## src/rtl/mult_req_scheduler.sv

```systemverilog
// mult_req_scheduler: shares one 8x8 multiplier between the UART and SPI byte
// streams. Each source collects two operand bytes (A then B). A pending source
// is granted, the multiplier is run through its start/done handshake, and the
// 16-bit product goes back high byte first on the source's own interface.
// Optional build macro MULT_SCHED_FIXED_PRIO_EN: UART always wins a tie and the
// round-robin pointer is removed. Default build uses round robin.
module mult_req_scheduler #(
  parameter int TIMEOUT = 1023
) (
  input  logic        clk,
  input  logic        reset,
  input  logic        uart_rx_valid,
  input  logic [7:0]  uart_rx_data,
  input  logic        spi_rx_valid,
  input  logic [7:0]  spi_rx_data,
  output logic        mul_start,
  output logic [7:0]  mul_a,
  output logic [7:0]  mul_b,
  input  logic        mul_done,
  input  logic [15:0] mul_product,
  input  logic        uart_tx_ready,
  output logic        uart_tx_start,
  output logic [7:0]  uart_tx_data,
  output logic        spi_tx_load,
  output logic [7:0]  spi_tx_data,
  input  logic        spi_tx_done,
  output logic        busy,
  output logic        owner,
  output logic        err_timeout,
  output logic        err_overrun
);

  localparam logic [9:0] TO_CNT = 10'(TIMEOUT);

  typedef enum logic [1:0] {COL_EMPTY, COL_HAVE_A, COL_PENDING} col_state_t;
  typedef enum logic [2:0] {IDLE, START, WAIT_MUL, TX_HI, TX_HI_WAIT, TX_LO, TX_LO_WAIT} state_t;

  // Source index 0 is UART, 1 is SPI throughout.
  state_t     state, state_next;
  col_state_t col     [2];
  logic [7:0] col_a   [2];
  logic [7:0] col_b   [2];
  logic [9:0] col_cnt [2];
  logic [7:0] rx_data [2];
  logic [1:0] rx_valid, pend, rel, expire, drop;
  logic       grant_spi, guard;
  logic [7:0] prod_lo;

  assign rx_valid   = {spi_rx_valid, uart_rx_valid};
  assign rx_data[0] = uart_rx_data;
  assign rx_data[1] = spi_rx_data;
  assign busy       = (state != IDLE);

  // Per-source status: pending, release on product return, timeout expiry, dropped byte.
  always_comb begin
    pend   = '0;
    rel    = '0;
    expire = '0;
    drop   = '0;
    for (int i = 0; i < 2; i++) begin
      pend[i]   = (col[i] == COL_PENDING);
      rel[i]    = (state == WAIT_MUL) && mul_done && (owner == 1'(i));
      // A byte arriving on the expiry cycle wins, so expiry requires silence.
      expire[i] = (col[i] == COL_HAVE_A) && !rx_valid[i] && (col_cnt[i] == TO_CNT);
      drop[i]   = pend[i] && rx_valid[i];
    end
  end

  // Collector state, timeout counters and error pulses.
  always_ff @(posedge clk) begin
    if (reset) begin
      for (int i = 0; i < 2; i++) begin
        col[i]     <= COL_EMPTY;
        col_cnt[i] <= '0;
      end
      err_timeout <= 1'b0;
      err_overrun <= 1'b0;
    end else begin
      for (int i = 0; i < 2; i++) begin
        case (col[i])
          COL_EMPTY: begin
            if (rx_valid[i]) begin
              col[i]     <= COL_HAVE_A;
              col_cnt[i] <= '0;
            end
          end
          COL_HAVE_A: begin
            if (rx_valid[i])    col[i]     <= COL_PENDING;
            else if (expire[i]) col[i]     <= COL_EMPTY;
            else                col_cnt[i] <= col_cnt[i] + 10'd1;
          end
          COL_PENDING: begin
            // A byte landing on the release cycle is still dropped (flagged by drop).
            if (rel[i]) col[i] <= COL_EMPTY;
          end
          default: col[i] <= COL_EMPTY;
        endcase
      end
      err_timeout <= |expire;
      err_overrun <= |drop;
    end
  end

  // Operand capture; contents only matter once the collector state says so.
  always_ff @(posedge clk) begin
    for (int i = 0; i < 2; i++) begin
      if (rx_valid[i] && col[i] == COL_EMPTY)  col_a[i] <= rx_data[i];
      if (rx_valid[i] && col[i] == COL_HAVE_A) col_b[i] <= rx_data[i];
    end
  end

`ifdef MULT_SCHED_FIXED_PRIO_EN
  // Fixed priority: SPI only wins when UART is not pending.
  always_comb begin
    grant_spi = pend[1] && !pend[0];
  end
`else
  logic prio;  // 0: UART preferred on a tie, 1: SPI preferred

  // Round robin: on a tie the pointer decides, otherwise the lone requester wins.
  always_comb begin
    grant_spi = pend[1] && (!pend[0] || prio);
  end

  // Pointer moves away from whichever source was just granted.
  always_ff @(posedge clk) begin
    if (reset)                   prio <= 1'b0;
    else if (state == IDLE && |pend) prio <= !grant_spi;
  end
`endif

  // Next-state and strobe decode for the transaction sequencer.
  always_comb begin
    state_next    = state;
    mul_start     = 1'b0;
    uart_tx_start = 1'b0;
    spi_tx_load   = 1'b0;
    case (state)
      IDLE:     if (|pend) state_next = START;
      START: begin
        mul_start  = 1'b1;
        state_next = WAIT_MUL;
      end
      WAIT_MUL: if (mul_done) state_next = TX_HI;
      TX_HI, TX_LO: begin
        if (owner) begin
          spi_tx_load = 1'b1;
          state_next  = (state == TX_HI) ? TX_HI_WAIT : TX_LO_WAIT;
        end else if (uart_tx_ready) begin
          uart_tx_start = 1'b1;
          state_next    = (state == TX_HI) ? TX_HI_WAIT : TX_LO_WAIT;
        end
      end
      TX_HI_WAIT, TX_LO_WAIT: begin
        // UART ready may still show the pre-start value during the guard cycle.
        if ((owner && spi_tx_done) || (!owner && !guard && uart_tx_ready))
          state_next = (state == TX_HI_WAIT) ? TX_LO : IDLE;
      end
      default: state_next = IDLE;
    endcase
  end

  // Sequencer state, grant, operand and transmit-byte registers.
  always_ff @(posedge clk) begin
    if (reset) begin
      state        <= IDLE;
      guard        <= 1'b0;
      owner        <= 1'b0;
      mul_a        <= '0;
      mul_b        <= '0;
      uart_tx_data <= '0;
      spi_tx_data  <= '0;
    end else begin
      state <= state_next;
      guard <= (state == TX_HI) || (state == TX_LO);
      if (state == IDLE && |pend) begin
        owner <= grant_spi;
        mul_a <= col_a[grant_spi];
        mul_b <= col_b[grant_spi];
      end
      if (state == WAIT_MUL && mul_done) begin
        if (owner) spi_tx_data  <= mul_product[15:8];
        else       uart_tx_data <= mul_product[15:8];
      end
      if (state == TX_HI_WAIT && state_next == TX_LO) begin
        if (owner) spi_tx_data  <= prod_lo;
        else       uart_tx_data <= prod_lo;
      end
    end
  end

  // Low product byte held until the high byte has gone out.
  always_ff @(posedge clk) begin
    if (state == WAIT_MUL && mul_done) prod_lo <= mul_product[7:0];
  end

endmodule

```

## config.mk

```make
export PLATFORM = sky130hd
export DESIGN_NAME = mult_req_scheduler
export DESIGN_NICKNAME = d
export VERILOG_FILES = /design/src/rtl/mult_req_scheduler.sv
export SDC_FILE = /design/constraint.sdc
export NUM_CORES = 1
export LEC_CHECK = 0
export ABC_CLOCK_PERIOD_IN_PS = 2520
export CAP_MARGIN = 10
export CELL_PAD_IN_SITES_DETAIL_PLACEMENT = 0
export CELL_PAD_IN_SITES_GLOBAL_PLACEMENT = 1
export CORE_MARGIN = 3
export CORE_UTILIZATION = 41
export DETAILED_ROUTE_END_ITERATION = 8
export PLACE_DENSITY = 0.83
export SYNTH_ARGS = -nofsm -noshare
export SYNTH_HDL_FRONTEND = slang
export SYNTH_SLANG_ARGS = --single-unit
```

## constraint.sdc

```tcl
create_clock -name clk -period 2.52 [get_ports clk]
set_input_delay 0.252 -clock clk [delete_from_list [all_inputs] [get_ports clk]]
set_output_delay 0.252 -clock clk [all_outputs]
set_load 0.02 [all_outputs]
```

### Word level (Yosys, flattened, before mapping)

Memories as Yosys holds them, arrays and structs flattened. A register that Yosys moved wholly into a read port is not among the register bits.
Cells that the tools add are included.

| cells by class | value |
|---|---|
| add/sub/neg operators | 2 |
| equal/unequal tests | 13 |
| muxes and demuxes | 94 |
| bitwise logic cells | 15 |
| reduce and logical (&&, ||, !) cells | 39 |

Operators by type and width:

| cell | count |
|---|---|
| 2-to-1 mux 1 bit | 64 |
| 2-to-1 mux 8 bit | 8 |
| 2-to-1 mux 10 bit | 4 |
| 2-to-1 mux 2 bit | 11 |
| adder 10 x 1 -> 10 bit (second input constant) | 2 |
| equality test 10 bit (second input constant) | 2 |
| logical AND 1 bit | 19 |
| 2-to-1 mux 3 bit | 6 |
| one-hot mux 3 bit (5 select lines) | 1 |
| OR 1 bit | 14 |
| equality test 3 bit (second input constant) | 4 |
| OR reduction 2 bit | 5 |
| equality test 3 x 2 -> 1 bit (second input constant) | 2 |
| logical NOT 1 bit | 6 |
| OR reduction 3 bit | 2 |
| equality test 2 x 1 -> 1 bit (second input constant) | 2 |
| equality test 2 bit (second input constant) | 2 |
| logical NOT 2 bit | 2 |
| equality test 3 x 1 -> 1 bit (second input constant) | 1 |
| logical NOT 3 bit | 1 |
| logical OR 1 bit | 3 |
| nonzero test 3 bit | 1 |
| NOT 1 bit | 1 |

| word-level totals | value |
|---|---|
| register bits | 32 |
| memory bits (writable) | 56 |
| input bits | 39 |
| output and inout port bits | 39 |
| logic and storage cells | 176 |
| memories | 4 |

Memories:

| name | words | width | read ports | clocked after Yosys merged registers in | wr ports | line | text |
|---|---|---|---|---|---|---|---|
| col_cnt | 2 | 10 | 2 | 0 | 2 | 43 | `logic [9:0] col_cnt [2];` |
| col_a | 2 | 8 | 1 | 1 | 2 | 41 | `logic [7:0] col_a [2];` |
| col_b | 2 | 8 | 1 | 1 | 2 | 42 | `logic [7:0] col_b [2];` |
| col | 2 | 2 | 2 | 0 | 2 | 40 | `col_state_t col [2];` |

### Depth between registers and ports, before layout

| depth | value |
|---|---|
| depth after elaboration | 11 |
| depth in mapped cells | 6 |

### Worst setup path after synthesis

Ideal clock, no wire load.

| path | value |
|---|---|
| path type | flip-flop to flip-flop |
| from | memory col_cnt[0][0] |
| to | memory col_cnt[0][0], enable pin |
| setup time | 0.391 ns |
| arrival | 1.795 ns |
| slack | 0.334 ns |
| stages on the path, launching flop included | 5 |
| clock period less this slack | 2.186 ns |
| cells stage by stage | edfxtp_1 -> ha_1 -> and4_1 -> nor3b_1 -> o21ai_0 |

RTL lines:

| element | line |
|---|---|
| start: declaration | 43 |

### Worst setup path in the final report

| path | value |
|---|---|
| from | register state[1] |
| to | output uart_tx_start |

| between the ends | value |
|---|---|
| cells in the longest elaborated chain, start to end | 3 |
| elaborated cells between the ends (all ways) | 4 |

RTL lines:

| element | line | text |
|---|---|---|
| start: declaration | 39 | `state_t state, state_next;` |
| start signal: assignment | 174 | `state <= state_next;` |
| equality test 3 x 2 -> 1 bit / equality test 3 bit (equally long branches) | 138 | `case (state)` |
| OR reduction 2 bit (*) | 138 |  |
| 2-to-1 mux 1 bit (*) | 138 |  |
| end: declaration | 22 | `output logic uart_tx_start,` |

Every way passes the cells marked *; elsewhere a longest branch is shown, timed or not.

==> results.txt <==
Num Clock Sinks = 104
Average instance area after synthesis = 11.90 µm²
Status = finished clean
Post-synth design cell area = 0.004285 mm²
Clk pin slew, worst setup/hold paths = 0.11 ns
Met2 Track Usage GR = 26.64%
Post-placement setup slack = 0.4797 ns
Layout cells sized above 1 = 6.998%
Yosys warns = 0
Synth top area share = 44.15%
Detailed Route Iter0 Violations = 140
Fillers = 839
Final number of setup-violating endpoints = 0
Total GRT Usage = 16.23%
Cell taking the most area after synthesis = sky130_fd_sc_hd__edfxtp_1
Number of buffers on the longest clock path = 2
Top Ports = 78
Total inserted antenna cells = 0
Netlist cell types = 46
VDD IR-drop max = 0.3178 mV
Hpwl dp = 6.386 mm
Post-route fraction of the period consumed by the critical path = 91.58%
Reported leakage power = 0.001797 µW
Global-route met1 utilization = 20.91%
Total overflow reported by the global router = 0
Register bit total from synthesis = 104
GRT Max-Usage Layer = met2
TritonCTS clock tree = yes
Cell with the largest stage delay on the worst path = sky130_fd_sc_hd__clkdlybuf4s50_1
Power per cell area = 694.8 mW/mm²
Floorplan core area = 0.009955 mm²
Upper clock frequency limit = 433.3 MHz
Number of nets in the final layout = 479
Post-CTS repair timing setup buffer count = 0
Met3 usage in global routing = 4.955%
CTS root buffer = sky130_fd_sc_hd__clkbuf_8
Wire length of the first global-routing pass = 14.77 mm
Most common library cell in the layout ignoring fill and taps = sky130_fd_sc_hd__clkdlybuf4s50_1
Number of remaining DRC errors = 0
Post-route setup slack = 0.2122 ns
Startpoint type of the worst setup path = register
Number of hold-slack violations in the final timing report = 0
Routed vias/inst = 5.304
Standard-cell row count = 36
Normalized max-slew margin = 24.00%
Final worst clock skew = 0.01849 ns
Quantity of I/O buffers inserted on ports = 77
Maximum level of the CTS H-tree = 3
WP data arrival = 2.06 ns
Worst-path maximum fanout = 11
Setup TNS Final = 0 ns
CTS hold repair buffers = 0
Largest stage delay on the critical path = 0.63 ns
Floorplan die area = 0.01171 mm²
Crit end category = output port
FF/Latch Area = 0.002713 mm²
Total number of vias = 3,055
R2R setup slack = 0.51 ns
Worst path required time = 2.27 ns
Post-synth EDFFs = 63
Final Critical Period = 2.308 ns
Worst path cell trace = xor2_1 > nand2_1 > nor3b_1 > clkdlybuf4s50_1
Synthesized netlist cell count = 360
Leading cell types by total area after synthesis = sky130_fd_sc_hd__edfxtp_1 44%, sky130_fd_sc_hd__dfxtp_1 19%, sky130_fd_sc_hd__a22oi_1 3.9%
DIE WIDTH = 108.2 µm
Per-cell routed wire length = 15.88 µm
Synth-to-Final Area Change = 25.84%
Post-synth net total = 401
Number of pins with negative max-slew slack in the final report = 0
Number of antenna violations at the first check in global routing = 0
Final Instance Count excl. Fillers = 576
Measured slew at the worst slew-check pin = 1.136 ns
Via count of the first global-routing pass = 2,996
Starting density of the core = 43.05%
Worst hold path type = in -> reg
Setup Crit Path Kind = reg -> out
Number of CTS-inserted buffers = 9
Weighted congestion at the end of routability-driven global placement = 0.7722
Total area of multi-input combinational cells = 0.001440 mm²
Number of detailed-route iterations in the first pass = 5
Total wirelength of the detailed-routed design = 9.145 mm
Count of cells resized by post-cts repair = 0
Clk_lat worst skew = 0.38 ns
Height of the chip = 108.2 µm
Max Cap Violations = 0
Unrepaired setup endpoints after global routing = false
Most used flip-flop cell after synthesis = sky130_fd_sc_hd__edfxtp_1
Pin count of the biggest net entering global routing = 22
Post-synth ARST share = 0%
Post-Place Cells = 560
Routed Antenna Nets = 0
Most frequent cells in the layout = 77 x sky130_fd_sc_hd__clkdlybuf4s50_1, 63 x sky130_fd_sc_hd__edfxtp_1, 41 x sky130_fd_sc_hd__dfxtp_1, 39 x sky130_fd_sc_hd__nor2_1, 26 x sky130_fd_sc_hd__nand2_1
Proportion of synthesized chip area in sequential cells = 63.30%
-- area by class of cell --
cell class | instances | area share (%)
Tap cell | 133 | 3.086
Inverter | 8 | 0.5568
Clock inverter | 7 | 1.508
Sequential cell | 104 | 50.30
Clock buffer | 9 | 2.297
Multi-Input combinational cell | 229 | 26.71
Timing Repair Buffer | 86 | 15.55
-- cell families (layout without fill, tap and decap cells) --
| family | after synthesis | after routing | synth area share, % |
|---|---|---|---|
| compound gates | 80 | 80 | 13.93 |
| xor+xnor | 16 | 16 | 3.270 |
| fa+ha+maj | 2 | 2 | 0.5838 |
| buf+inv | 27 | 110 | 3.095 |
| flops | 104 | 104 | 63.30 |
| mux | 2 | 2 | 0.4963 |
| simple gates | 129 | 129 | 15.33 |
-- synthesized netlist by cell type, types with 8 or more instances --
master and instances:
sky130_fd_sc_hd__dfxtp_1 41, sky130_fd_sc_hd__a22oi_1 22, sky130_fd_sc_hd__nand2_1 26, sky130_fd_sc_hd__xor2_1 9, sky130_fd_sc_hd__nand3_1 21, sky130_fd_sc_hd__a311oi_1 11
sky130_fd_sc_hd__nor2_1 39, sky130_fd_sc_hd__clkbuf_1 8, sky130_fd_sc_hd__inv_1 8, sky130_fd_sc_hd__a21oi_1 13, sky130_fd_sc_hd__edfxtp_1 63, sky130_fd_sc_hd__o2bb2ai_1 16
-- stage by stage --
step	utilization [%]	hold WS [ns]	total power (µW)	instance area [µm²]
2_1_floorplan	-	0.3509	2470	4285
3_3_place_gp	52.11	0.4467	2746	5187
3_5_place_dp	52.11	0.4499	2761	5187
4_1_cts	54.17	0.4141	3785	5393
5_1_grt	54.17	0.4033	3924	5393
6_report	54.17	0.4243	3747	5393
-- metal layers --
metal | vias up | share of wire [%] | routed length (µm)
met5 | - | 0 | 0
met2 | 72 | 48 | 4418
li1 | 1507 | - | -
met4 | 0 | 1.1 | 101
met1 | 1468 | 45 | 4154
met3 | 8 | 5.2 | 471
-- worst max-delay path, delay by kind of cell (launching register included) --
family | cells | cell delay (ns)
flip-flops | 1 | 0.56
XOR/XNOR | 1 | 0.18
AND/OR/NAND/NOR | 2 | 0.31
buffers and inverters | 1 | 0.63
-- registers in the layout, indices dropped and copies added (netlist names), 3 cells and up, named ones only --
register and flops:
col_cnt 20, col_a 16, col_b 16, mul_a 8, mul_b 8, prod_lo 8, uart_tx_data 8, spi_tx_data 7
col 4, state 3
-- path summary, 6_finish.rpt --
path / to / from / cells after the start
worst max-delay path: uart_tx_start / state[1] / 4
worst min-delay path: prod_lo[4] / mul_product[4] / 1
worst max register to register: mul_a[2] / col[0][1] / 4
worst min register to register: mul_a[5] / mul_a[5] / 1
-- power by group --
| group | internal (µW) | total, µW | switching (µW) |
|---|---|---|---|
| Combinational | 294 | 630 | 336 |
| Clock | 398 | 1030 | 630 |
| Sequential | 1970 | 2090 | 118 |
| Total | 2660 | 3750 | 1080 |
Power figures use the tool's default switching activity.
